`src/rtl/fetch_sequencer_pkg.sv`:
```
// ============================================================================
// Module      : fetch_sequencer_pkg
// Description : Shared constants and state encoding for the fetch sequencer.
// Revision    : 1.0 - initial release
// ============================================================================
`default_nettype none

package fetch_sequencer_pkg;

  localparam int          c_XLEN         = 32;
  localparam logic [31:0] c_RESET_VECTOR = 32'h0000_0000;
  localparam int          c_INSTR_W      = 32;

  typedef enum logic [0:0] {
    ST_RUN   = 1'b0,
    ST_DRAIN = 1'b1
  } fetch_state_e;

endpackage

`default_nettype wire

```
`src/rtl/fetch_sequencer_fifo.sv`:
```
// ============================================================================
// Module      : fetch_fifo
// Description : Power-of-two synchronous FIFO with flush and occupancy count.
// Revision    : 1.0 - initial release
// ============================================================================
`default_nettype none

module fetch_fifo #(
  parameter int DEPTH = 2,
  parameter int WIDTH = 32
) (
  input  logic                   clk,
  input  logic                   rst_n,
  input  logic                   i_push,
  input  logic [WIDTH-1:0]       i_data,
  input  logic                   i_pop,
  input  logic                   i_flush,
  output logic [WIDTH-1:0]       o_data,
  output logic                   o_full,
  output logic                   o_empty,
  output logic [$clog2(DEPTH):0] o_count
);

  localparam int c_AW = $clog2(DEPTH);

  logic [WIDTH-1:0] r_mem [DEPTH];
  logic [c_AW-1:0]  r_wr_ptr;
  logic [c_AW-1:0]  r_rd_ptr;
  logic [c_AW:0]    r_count;
  logic             w_push;
  logic             w_pop;

  assign o_full  = (r_count == (c_AW+1)'(DEPTH));
  assign o_empty = (r_count == '0);
  assign o_count = r_count;
  assign o_data  = r_mem[r_rd_ptr];
  assign w_push  = i_push & ~o_full;
  assign w_pop   = i_pop & ~o_empty;

  always_ff @(posedge clk or negedge rst_n) begin
    if (!rst_n) begin
      r_wr_ptr <= '0;
      r_rd_ptr <= '0;
      r_count  <= '0;
    end else if (i_flush) begin
      r_wr_ptr <= '0;
      r_rd_ptr <= '0;
      r_count  <= '0;
    end else begin
      if (w_push) r_wr_ptr <= r_wr_ptr + c_AW'(1);
      if (w_pop)  r_rd_ptr <= r_rd_ptr + c_AW'(1);
      r_count <= r_count + (c_AW+1)'(w_push) - (c_AW+1)'(w_pop);
    end
  end

  always_ff @(posedge clk) begin
    if (w_push && !i_flush) r_mem[r_wr_ptr] <= i_data;
  end

endmodule

`default_nettype wire

```
`src/rtl/fetch_sequencer.sv`:
```
// ============================================================================
// Module      : fetch_sequencer
// Description : In-order instruction fetch with redirect/drain handling.
//               Optional FETCH_MISALIGN_TRAP_EN adds o_misalign_trap.
// Revision    : 1.0 - initial release
// ============================================================================
`default_nettype none

module fetch_sequencer
  import fetch_sequencer_pkg::*;
#(
  parameter int              XLEN         = c_XLEN,
  parameter logic [XLEN-1:0] RESET_VECTOR = XLEN'(c_RESET_VECTOR),
  parameter int              BUF_DEPTH    = 2
) (
  input  logic                 clk,
  input  logic                 rst_n,
  output logic                 o_imem_req_valid,
  input  logic                 i_imem_req_ready,
  output logic [XLEN-1:0]      o_imem_req_addr,
  input  logic                 i_imem_rsp_valid,
  input  logic [c_INSTR_W-1:0] i_imem_rsp_data,
  output logic                 o_instr_valid,
  input  logic                 i_instr_ready,
  output logic [c_INSTR_W-1:0] o_instr_data,
  output logic [XLEN-1:0]      o_instr_pc,
  input  logic                 i_redirect_valid,
  input  logic [XLEN-1:0]      i_redirect_target
`ifdef FETCH_MISALIGN_TRAP_EN
  ,
  output logic                 o_misalign_trap
`endif
);

  localparam int c_CW = $clog2(BUF_DEPTH) + 1;

  fetch_state_e                  r_state;
  fetch_state_e                  w_state_next;
  logic [XLEN-1:0]               r_pc;
  logic [XLEN-1:0]               r_rsp_pc;
  logic [c_CW-1:0]               r_outstanding;
  logic                          r_req_valid;
  logic [c_CW-1:0]               w_out_next;
  logic [c_CW-1:0]               w_cnt_next;
  logic                          w_req_fire;
  logic                          w_rsp_acc;
  logic                          w_push;
  logic                          w_pop;
  logic                          w_redir;
  logic                          w_halt_next;
  logic [XLEN-1:0]               w_target;
  logic [XLEN+c_INSTR_W-1:0]     w_fifo_data;
  logic                          w_fifo_full;
  logic                          w_fifo_empty;
  logic [c_CW-1:0]               w_fifo_count;

  // Responses with nothing outstanding (e.g. stale ones after reset) are ignored.
  assign w_req_fire = r_req_valid & i_imem_req_ready;
  assign w_rsp_acc  = i_imem_rsp_valid & (r_outstanding != '0);
  assign w_pop      = o_instr_valid & i_instr_ready;
  assign w_target   = i_redirect_target & ~XLEN'(3);
  assign w_push     = w_rsp_acc & (r_state == ST_RUN) & ~w_redir & ~w_fifo_full;
  assign w_out_next = r_outstanding + c_CW'(w_req_fire) - c_CW'(w_rsp_acc);
  assign w_cnt_next = w_redir ? '0 : (w_fifo_count + c_CW'(w_push) - c_CW'(w_pop));

`ifdef FETCH_MISALIGN_TRAP_EN
  logic w_misalign;
  logic r_halt;
  logic r_trap;

  assign w_misalign      = i_redirect_valid & (i_redirect_target[1:0] != 2'b00);
  assign w_redir         = i_redirect_valid & ~w_misalign;
  assign w_halt_next     = w_misalign | (r_halt & ~w_redir);
  assign o_misalign_trap = r_trap;

  always_ff @(posedge clk or negedge rst_n) begin
    if (!rst_n) begin
      r_halt <= 1'b0;
      r_trap <= 1'b0;
    end else begin
      r_halt <= w_halt_next;
      r_trap <= w_misalign;
    end
  end
`else
  assign w_redir     = i_redirect_valid;
  assign w_halt_next = 1'b0;
`endif

  // In DRAIN nothing new is issued, so the outstanding count is the drop count.
  always_comb begin
    w_state_next = r_state;
    case (r_state)
      ST_RUN:   if (w_redir && (w_out_next != '0)) w_state_next = ST_DRAIN;
      ST_DRAIN: if (w_out_next == '0) w_state_next = ST_RUN;
      default:  w_state_next = ST_RUN;
    endcase
  end

  always_ff @(posedge clk or negedge rst_n) begin
    if (!rst_n) begin
      r_state       <= ST_RUN;
      r_pc          <= RESET_VECTOR;
      r_rsp_pc      <= RESET_VECTOR;
      r_outstanding <= '0;
      r_req_valid   <= 1'b0;
    end else begin
      r_state       <= w_state_next;
      r_outstanding <= w_out_next;
      r_req_valid   <= (w_state_next == ST_RUN) && !w_halt_next &&
                       (({1'b0, w_out_next} + {1'b0, w_cnt_next}) < (c_CW+1)'(BUF_DEPTH));
      if (w_redir) begin
        r_pc     <= w_target;
        r_rsp_pc <= w_target;
      end else begin
        if (w_req_fire) r_pc     <= r_pc + XLEN'(4);
        if (w_push)     r_rsp_pc <= r_rsp_pc + XLEN'(4);
      end
    end
  end

  fetch_fifo #(
    .DEPTH (BUF_DEPTH),
    .WIDTH (XLEN + c_INSTR_W)
  ) u_fifo (
    .clk     (clk),
    .rst_n   (rst_n),
    .i_push  (w_push),
    .i_data  ({r_rsp_pc, i_imem_rsp_data}),
    .i_pop   (w_pop),
    .i_flush (w_redir),
    .o_data  (w_fifo_data),
    .o_full  (w_fifo_full),
    .o_empty (w_fifo_empty),
    .o_count (w_fifo_count)
  );

  assign o_imem_req_valid = r_req_valid;
  assign o_imem_req_addr  = r_pc;
  assign o_instr_valid    = ~w_fifo_empty;
  assign o_instr_data     = o_instr_valid ? w_fifo_data[c_INSTR_W-1:0] : '0;
  assign o_instr_pc       = o_instr_valid ? w_fifo_data[XLEN+c_INSTR_W-1:c_INSTR_W] : '0;

endmodule

`default_nettype wire

```
`config.mk`:
```
export PLATFORM = sky130hd
export DESIGN_NAME = fetch_sequencer
export DESIGN_NICKNAME = d
export VERILOG_FILES = /design/src/rtl/fetch_sequencer_pkg.sv /design/src/rtl/fetch_sequencer_fifo.sv /design/src/rtl/fetch_sequencer.sv
export SDC_FILE = /design/constraint.sdc
export NUM_CORES = 1
export LEC_CHECK = 0
export CORE_MARGIN = 3
export CORE_UTILIZATION = 47
export CTS_CLUSTER_DIAMETER = 40
export CTS_CLUSTER_SIZE = 8
export DETAILED_ROUTE_END_ITERATION = 16
export MAX_ROUTING_LAYER = met4
export PLACE_DENSITY = 0.77
export SYNTH_ARGS = -nofsm -noshare
export SYNTH_HDL_FRONTEND = slang
export SYNTH_SLANG_ARGS = --single-unit
```
`constraint.sdc`:
```
create_clock -name clk -period 4.4 [get_ports clk]
set_input_delay 0.44 -clock clk [delete_from_list [all_inputs] [get_ports clk]]
set_output_delay 0.44 -clock clk [all_outputs]
set_load 0.05 [all_outputs]
```
# --- After elaboration in Yosys (flattened, before gate mapping) ---
# Memories as Yosys holds them, arrays and structs flattened.
# Index checks and enable logic that the tools add are counted.
word_totals:
  wordCells: 64
  regBits: 72
  inputBits: 70
  n_memories: 1
  mem_bits_rw: 128
classes:
  bitwise: 13
  addsub: 11
  n_reduce_logical: 12
  n_lt_le_gt_ge: 1
  mux: 17
  n_eq_ne: 1
memory_table:
  columns: ["name", "depth", "width", "rd", "rd_ports_with_merged_regs", "write_ports", "line_no", "source"]
  rows:
  - ["u_fifo.r_mem", 2, 64, 1, 0, 1, "fetch_sequencer_fifo.sv:26", "logic [WIDTH-1:0] r_mem [DEPTH];"]
ops:
  columns: ["op", "n"]
  rows:
  - ["$mux W32", 6]
  - ["$add A32 B3 Y32 const B", 2]
  - ["$reduce_bool A2 Y1", 6]
  - ["$and A1 B1 Y1", 8]
  - ["$mux W1", 8]
  - ["$add A2 B1 Y2", 3]
  - ["$sub A2 B1 Y2", 3]
  - ["$not A1 Y1", 5]
  - ["$logic_not A2 Y1", 2]
  - ["$mux W2", 2]
  - ["$add A2 B2 Y3", 1]
  - ["$logic_and A1 B1 Y1", 3]
  - ["$lt A3 B2 Y1 const B", 1]
  - ["$add A1 B1 Y1 const B", 2]
  - ["$eq A2 B2 Y1 const B", 1]
  - ["$pmux W1 S2", 1]
  - ["$logic_not A1 Y1", 1]

# --- Longest topological paths before layout ---
logic_depth:
  depth_word: 11
  ltp_mapped: 12

# --- Modules after synthesis ---
# From an unflattened synthesis, not the netlist that was laid out.
hier_totals:
  cells_unflattened: 699
  hier_area_um2: 9157.5
by_module_without_submodules:
  columns: ["module", "n_inst", "cells_each", "area_per_inst_um2"]
  rows:
  - ["fetch_fifo", 1, 224, 5081.1]
  - ["fetch_sequencer", 1, 475, 4076.4]

# --- Least setup slack after synthesis ---
# OpenSTA, ideal clock, no wires.
synth_timing:
  path_type: "in2reg"
  start: "in i_imem_rsp_valid"
  end: "mem u_fifo.r_mem[0][0] (netlist name), enable pin"
  setup_ns: 0.484
  slack_ns: -0.058
  required_ns: 3.916
  cell_stages: 5
  t_arrival_ns: 3.974
  path_cell_list: "o21ai_0 > or4_1 > buf_2 > clkbuf_1 > nor2_1"
synth_via:
  elab_chain_len: 8
synth_rtl:
  columns: ["item", "line_no", "source"]
  rows:
  - ["start: declaration", "fetch_sequencer.sv:21", "input logic i_imem_rsp_valid,"]
  - ["$and A1 B1 Y1", "fetch_sequencer.sv:59", "assign w_rsp_acc = i_imem_rsp_valid & (r_outstanding != '0);"]
  - ["$and A1 B1 Y1 (3 in a row)", "fetch_sequencer.sv:62", "assign w_push = w_rsp_acc & (r_state == ST_RUN) & ~w_redir & ~w_fifo_full;"]
  - ["$and A1 B1 Y1", "fetch_sequencer_fifo.sv:37", "assign w_push = i_push & ~o_full;"]
  - ["$logic_and A1 B1 Y1", "fetch_sequencer_fifo.sv:57", "if (w_push && !i_flush) r_mem[r_wr_ptr] <= i_data;"]
  - ["$mux W1", "fetch_sequencer_fifo.sv:57", null]
  - ["$mux W1 (implied by the code)", "fetch_sequencer_fifo.sv:57", null]
  - ["end: declaration", "fetch_sequencer_fifo.sv:26", null]
# Every way passes these cells.

# --- Worst setup path in the final report ---
layout_timing:
  start: "reg u_fifo.r_rd_ptr"
  end: "out o_instr_data[30]"
layout_via:
  elab_chain_len: 2
layout_rtl:
  columns: ["item", "line_no", "source"]
  rows:
  - ["start: declaration", "fetch_sequencer_fifo.sv:28", "logic [c_AW-1:0] r_rd_ptr;"]
  - ["start signal: assignment", "fetch_sequencer_fifo.sv:51", "if (w_pop) r_rd_ptr <= r_rd_ptr + c_AW'(1);"]
  - ["$mem_v2 Z2 W64", null, null]
  - ["$mux W32", "fetch_sequencer.sv:141", "assign o_instr_data = o_instr_valid ? w_fifo_data[c_INSTR_W-1:0] : '0;"]
  - ["end: declaration", "fetch_sequencer.sv:25", "output logic [c_INSTR_W-1:0] o_instr_data,"]
# Every way passes these cells.

==> impl_metrics.csv <==
group,metric,value,unit
power,pwr-share-clk,22.5,%
power,power_switching,2.611,mW
placed_design,io_buffers,161,
synthesis,syn-mean-instance-area,12.60,um^2
cts,tritoncts,"done",
critical_path,worstReg2RegEnd,"r_rsp_pc[7]",
cts,cts_hold_buf,0,
power,p_int,3.839,mW
grt,grt_usage,19.32,%
grt,grt_start_max_net_pins,63,
synthesis,synthArstFlopShare,35.42,%
finish,design_area,10930,um^2
power,p_sw_share,40.48,%
placed_design,dp.cells,1039,
power,p_per_area,590.3,nW/um^2
finish,layout_commonest_cell,"clkdlybuf4s50_1",
critical_path,critPathMaxFanout,35,
grt,grt_pass1_vias,5635,
route,ant_nets,0,
critical_path,critPathRequiredTime,3.96,ns
sta,hold_viol,0,
finish,drive_gt1_share,7.447,%
sta,tns,0,ns
sta,layout_setup_ws,1.355,ns
grt,grt_pass1_wl,29.26,mm
sta,max-slew-margin-rel,9.514,%
route,routed_via_density,5.497,
critical_path,crit_buf_inv,2,
synthesis,synth_top_flop_cell,"edfxtp_1",
finish,fin_nets,912,
power,pwr-share-comb,40.5,%
cts,cts-buffers-inserted,17,
synthesis,synth_seq_area_share,63.79,%
cts,cts.path.max_buffers,2,
critical_path,crit_start,"u_fifo.r_rd_ptr",
floorplanning,die_w,140.5,um
synthesis,synth.largest_area_cell,"edfxtp_1",
route,dr.pass1.iters,7,
status,outcome,"completed",
sta,setup_viol,0,
route,drt_iter0_drc,580,
power,finalPower,6.450,mW
sta,finClkSkew,0.01096,ns
finish,area_growth,28.48,%
sta,slew_viol_final,0,
floorplanning,rows,48,
critical_path,worstPathArrival,2.60,ns
floorplanning,pin_count,168,
critical_path,path_delay_family,"buffers and inverters",
sta,fmax,0.3284,GHz
power,power.leakage,3.846,nW
route,wirelength,18.41,mm
floorplanning,start_util,48.66,%
cts,cts_max_level,4,
cts,clk_latency,0.43,ns
power,peakVddDrop,0.3444,mV
synthesis,ys_seq_elements,192,
route,routedWlPerCell,17.19,um
placed_design,place_congestion,0.8388,
critical_path,worstSetupEndpointType,"output pin",
synthesis,synth_top_area_share,43.78,%
placed_design,hpwlAfterDp,12.69,mm
power,p_seq_share,36.9,%
cts,cts.clk_slew.worst_paths,0.07,ns
synthesis,synth-edff-count,124,
sta,tightest_slew,1.352,ns
floorplanning,core,17480,um^2
synthesis,yosys_warnings,0,
synthesis,synth.distinct_cells,53,
cts,cts_resized,0,
synthesis,postSynthCellCount,675,
cts,clockRootBuffer,"clkbuf_16",
floorplanning,die-area,19740,um^2
grt,overflow,0,
placed_design,pre_cts_ws,1.034,ns
critical_path,slowest_stage,"clkdlybuf4s50_1",
critical_path,cp-start-kind,"flip-flop",
finish,layout.cells.non_filler,1071,
route,drc,0,
cts,cts_num_sinks,192,
finish,diodes,0,
min_path,min_path_type,"primary input to asynchronous set/reset pin",
synthesis,syn-cell-area,8504,um^2
placed_design,placed_area,10360,um^2
synthesis,synth_area_leaders,"edfxtp_1 44%, dfrtp_1 20%, mux2i_1 7.8%, nor2_1 3.7%, nand2_1 2.3%",
sta,fin_crit_sh,69.20,%
cts,postCtsSetupBuffers,0,
sta,fin_crit,3.045,ns
grt,antenna_found_initial,0,
critical_path,path_cells,"buf_12, mux2i_1, nor2_1, clkdlybuf4s50_1",
floorplanning,dieHeight,140.5,um
critical_path,critical-path-max-stage-delay,0.82,ns
critical_path,reg2reg_slack,1.46,ns
route,num_vias,5887,
critical_path,reg2regPathDepth,7,
finish,final_cell_mix,"159 x clkdlybuf4s50_1, 124 x edfxtp_1, 81 x nor2_1",
sta,rsz0062_at_grt,"no",
critical_path,critical_path_class,"flip-flop to output pin",
run,max-cap-violations,0,
critical_path,rr_startpoint,"r_outstanding[1]",
how the worst max path moves through the flow:
stage               cells past startpoint                 end  slack [ns]
global route                            4    o_instr_data[30]        1.22
global placement                       12    o_imem_req_valid        1.04
finish                                  4    o_instr_data[30]        1.36
CTS                                     4    o_instr_data[15]        1.32
floorplan                               5  u_fifo.r_mem[0][0]        0.99
detailed placement                     12    o_imem_req_valid        1.03
flip-flops by register name (all words and copies together), names as in the netlist:
name and cells:
o_imem_req_addr 30, o_imem_req_valid 1, r_outstanding 2, r_rsp_pc 30, r_state 1, u_fifo.o_count 2
u_fifo.r_mem 124, u_fifo.r_rd_ptr 1, u_fifo.r_wr_ptr 1
power by group through the flow:
stage / logic, mW / registers, mW / clock network (mW)
finish: 2.62 / 2.38 / 1.45
global route: 2.78 / 2.41 / 1.57
CTS: 2.64 / 2.38 / 1.48
detailed placement: 2.63 / 2.41 / 0
global placement: 2.61 / 2.40 / 0
floorplan: 1.74 / 2.42 / 0
metrics by stage:
stage | hold WS [ns] | util, %
final | 0.1661 | 62.52
after global routing | 0.2282 | 62.52
after CTS | 0.1779 | 62.52
after detailed placement | 0.5243 | 59.30
after global placement | 0.5176 | 59.30
after floorplan | 0.1444 | -
cells in the mapped netlist (2+ instances only):
master / n
o21ai_0: 39
or4_1: 5
buf_4: 4
nor2_1: 83
buf_2: 5
dfrtp_1: 68
o311ai_0: 9
a31oi_1: 3
o211ai_1: 16
ha_1: 8
nor4_4: 2
or3_1: 2
a21oi_1: 7
nand2_1: 53
mux2_2: 4
edfxtp_1: 124
nand4_2: 2
inv_1: 11
clkbuf_1: 21
nand4_1: 26
nor3_1: 3
buf_1: 2
and2_1: 7
o311ai_1: 3
nor2b_1: 3
a21boi_0: 2
nand3_1: 28
mux2i_1: 66
and3_1: 8
xor2_1: 19
a31o_2: 2
and4_1: 5
xnor2_1: 15
area by class of cell:
cell class                      instances  area (um^2)
Fill cell                            1346         6550
Tap cell                              225        281.5
Multi-Input combinational cell        441         2909
Clock inverter                         14        133.9
Inverter                               12        45.04
Clock buffer                           18        429.2
Timing Repair Buffer                  169         1699
Sequential cell                       192         5429
layer usage:
| metal | track usage, % | part of all wire, % | routed length (um) | vias to the layer above |
|---|---|---|---|---|
| li1 | - | - | - | 2804 |
| met1 | 27.32 | 48 | 8756 | 2811 |
| met2 | 28.23 | 45 | 8201 | 249 |
| met3 | 4.438 | 6.4 | 1184 | 23 |
| met4 | 5.558 | 1.4 | 263 | 0 |
| met5 | - | 0 | 0 | - |
cells by family (layout without fill, tap and decap cells):
logic type / count (synthesis) / after routing / share of synthesized area (%)
simple gates: 236 / 236 / 13.95
flops: 192 / 192 / 63.79
buf+inv: 45 / 213 / 2.325
compound gates: 88 / 88 / 6.680
xor+xnor: 34 / 34 / 3.502
mux: 70 / 70 / 8.298
other cells: 1 / 4 / 0.04409
fa+ha+maj: 9 / 9 / 1.412
Note: power is estimated with default switching activity, not from simulation.
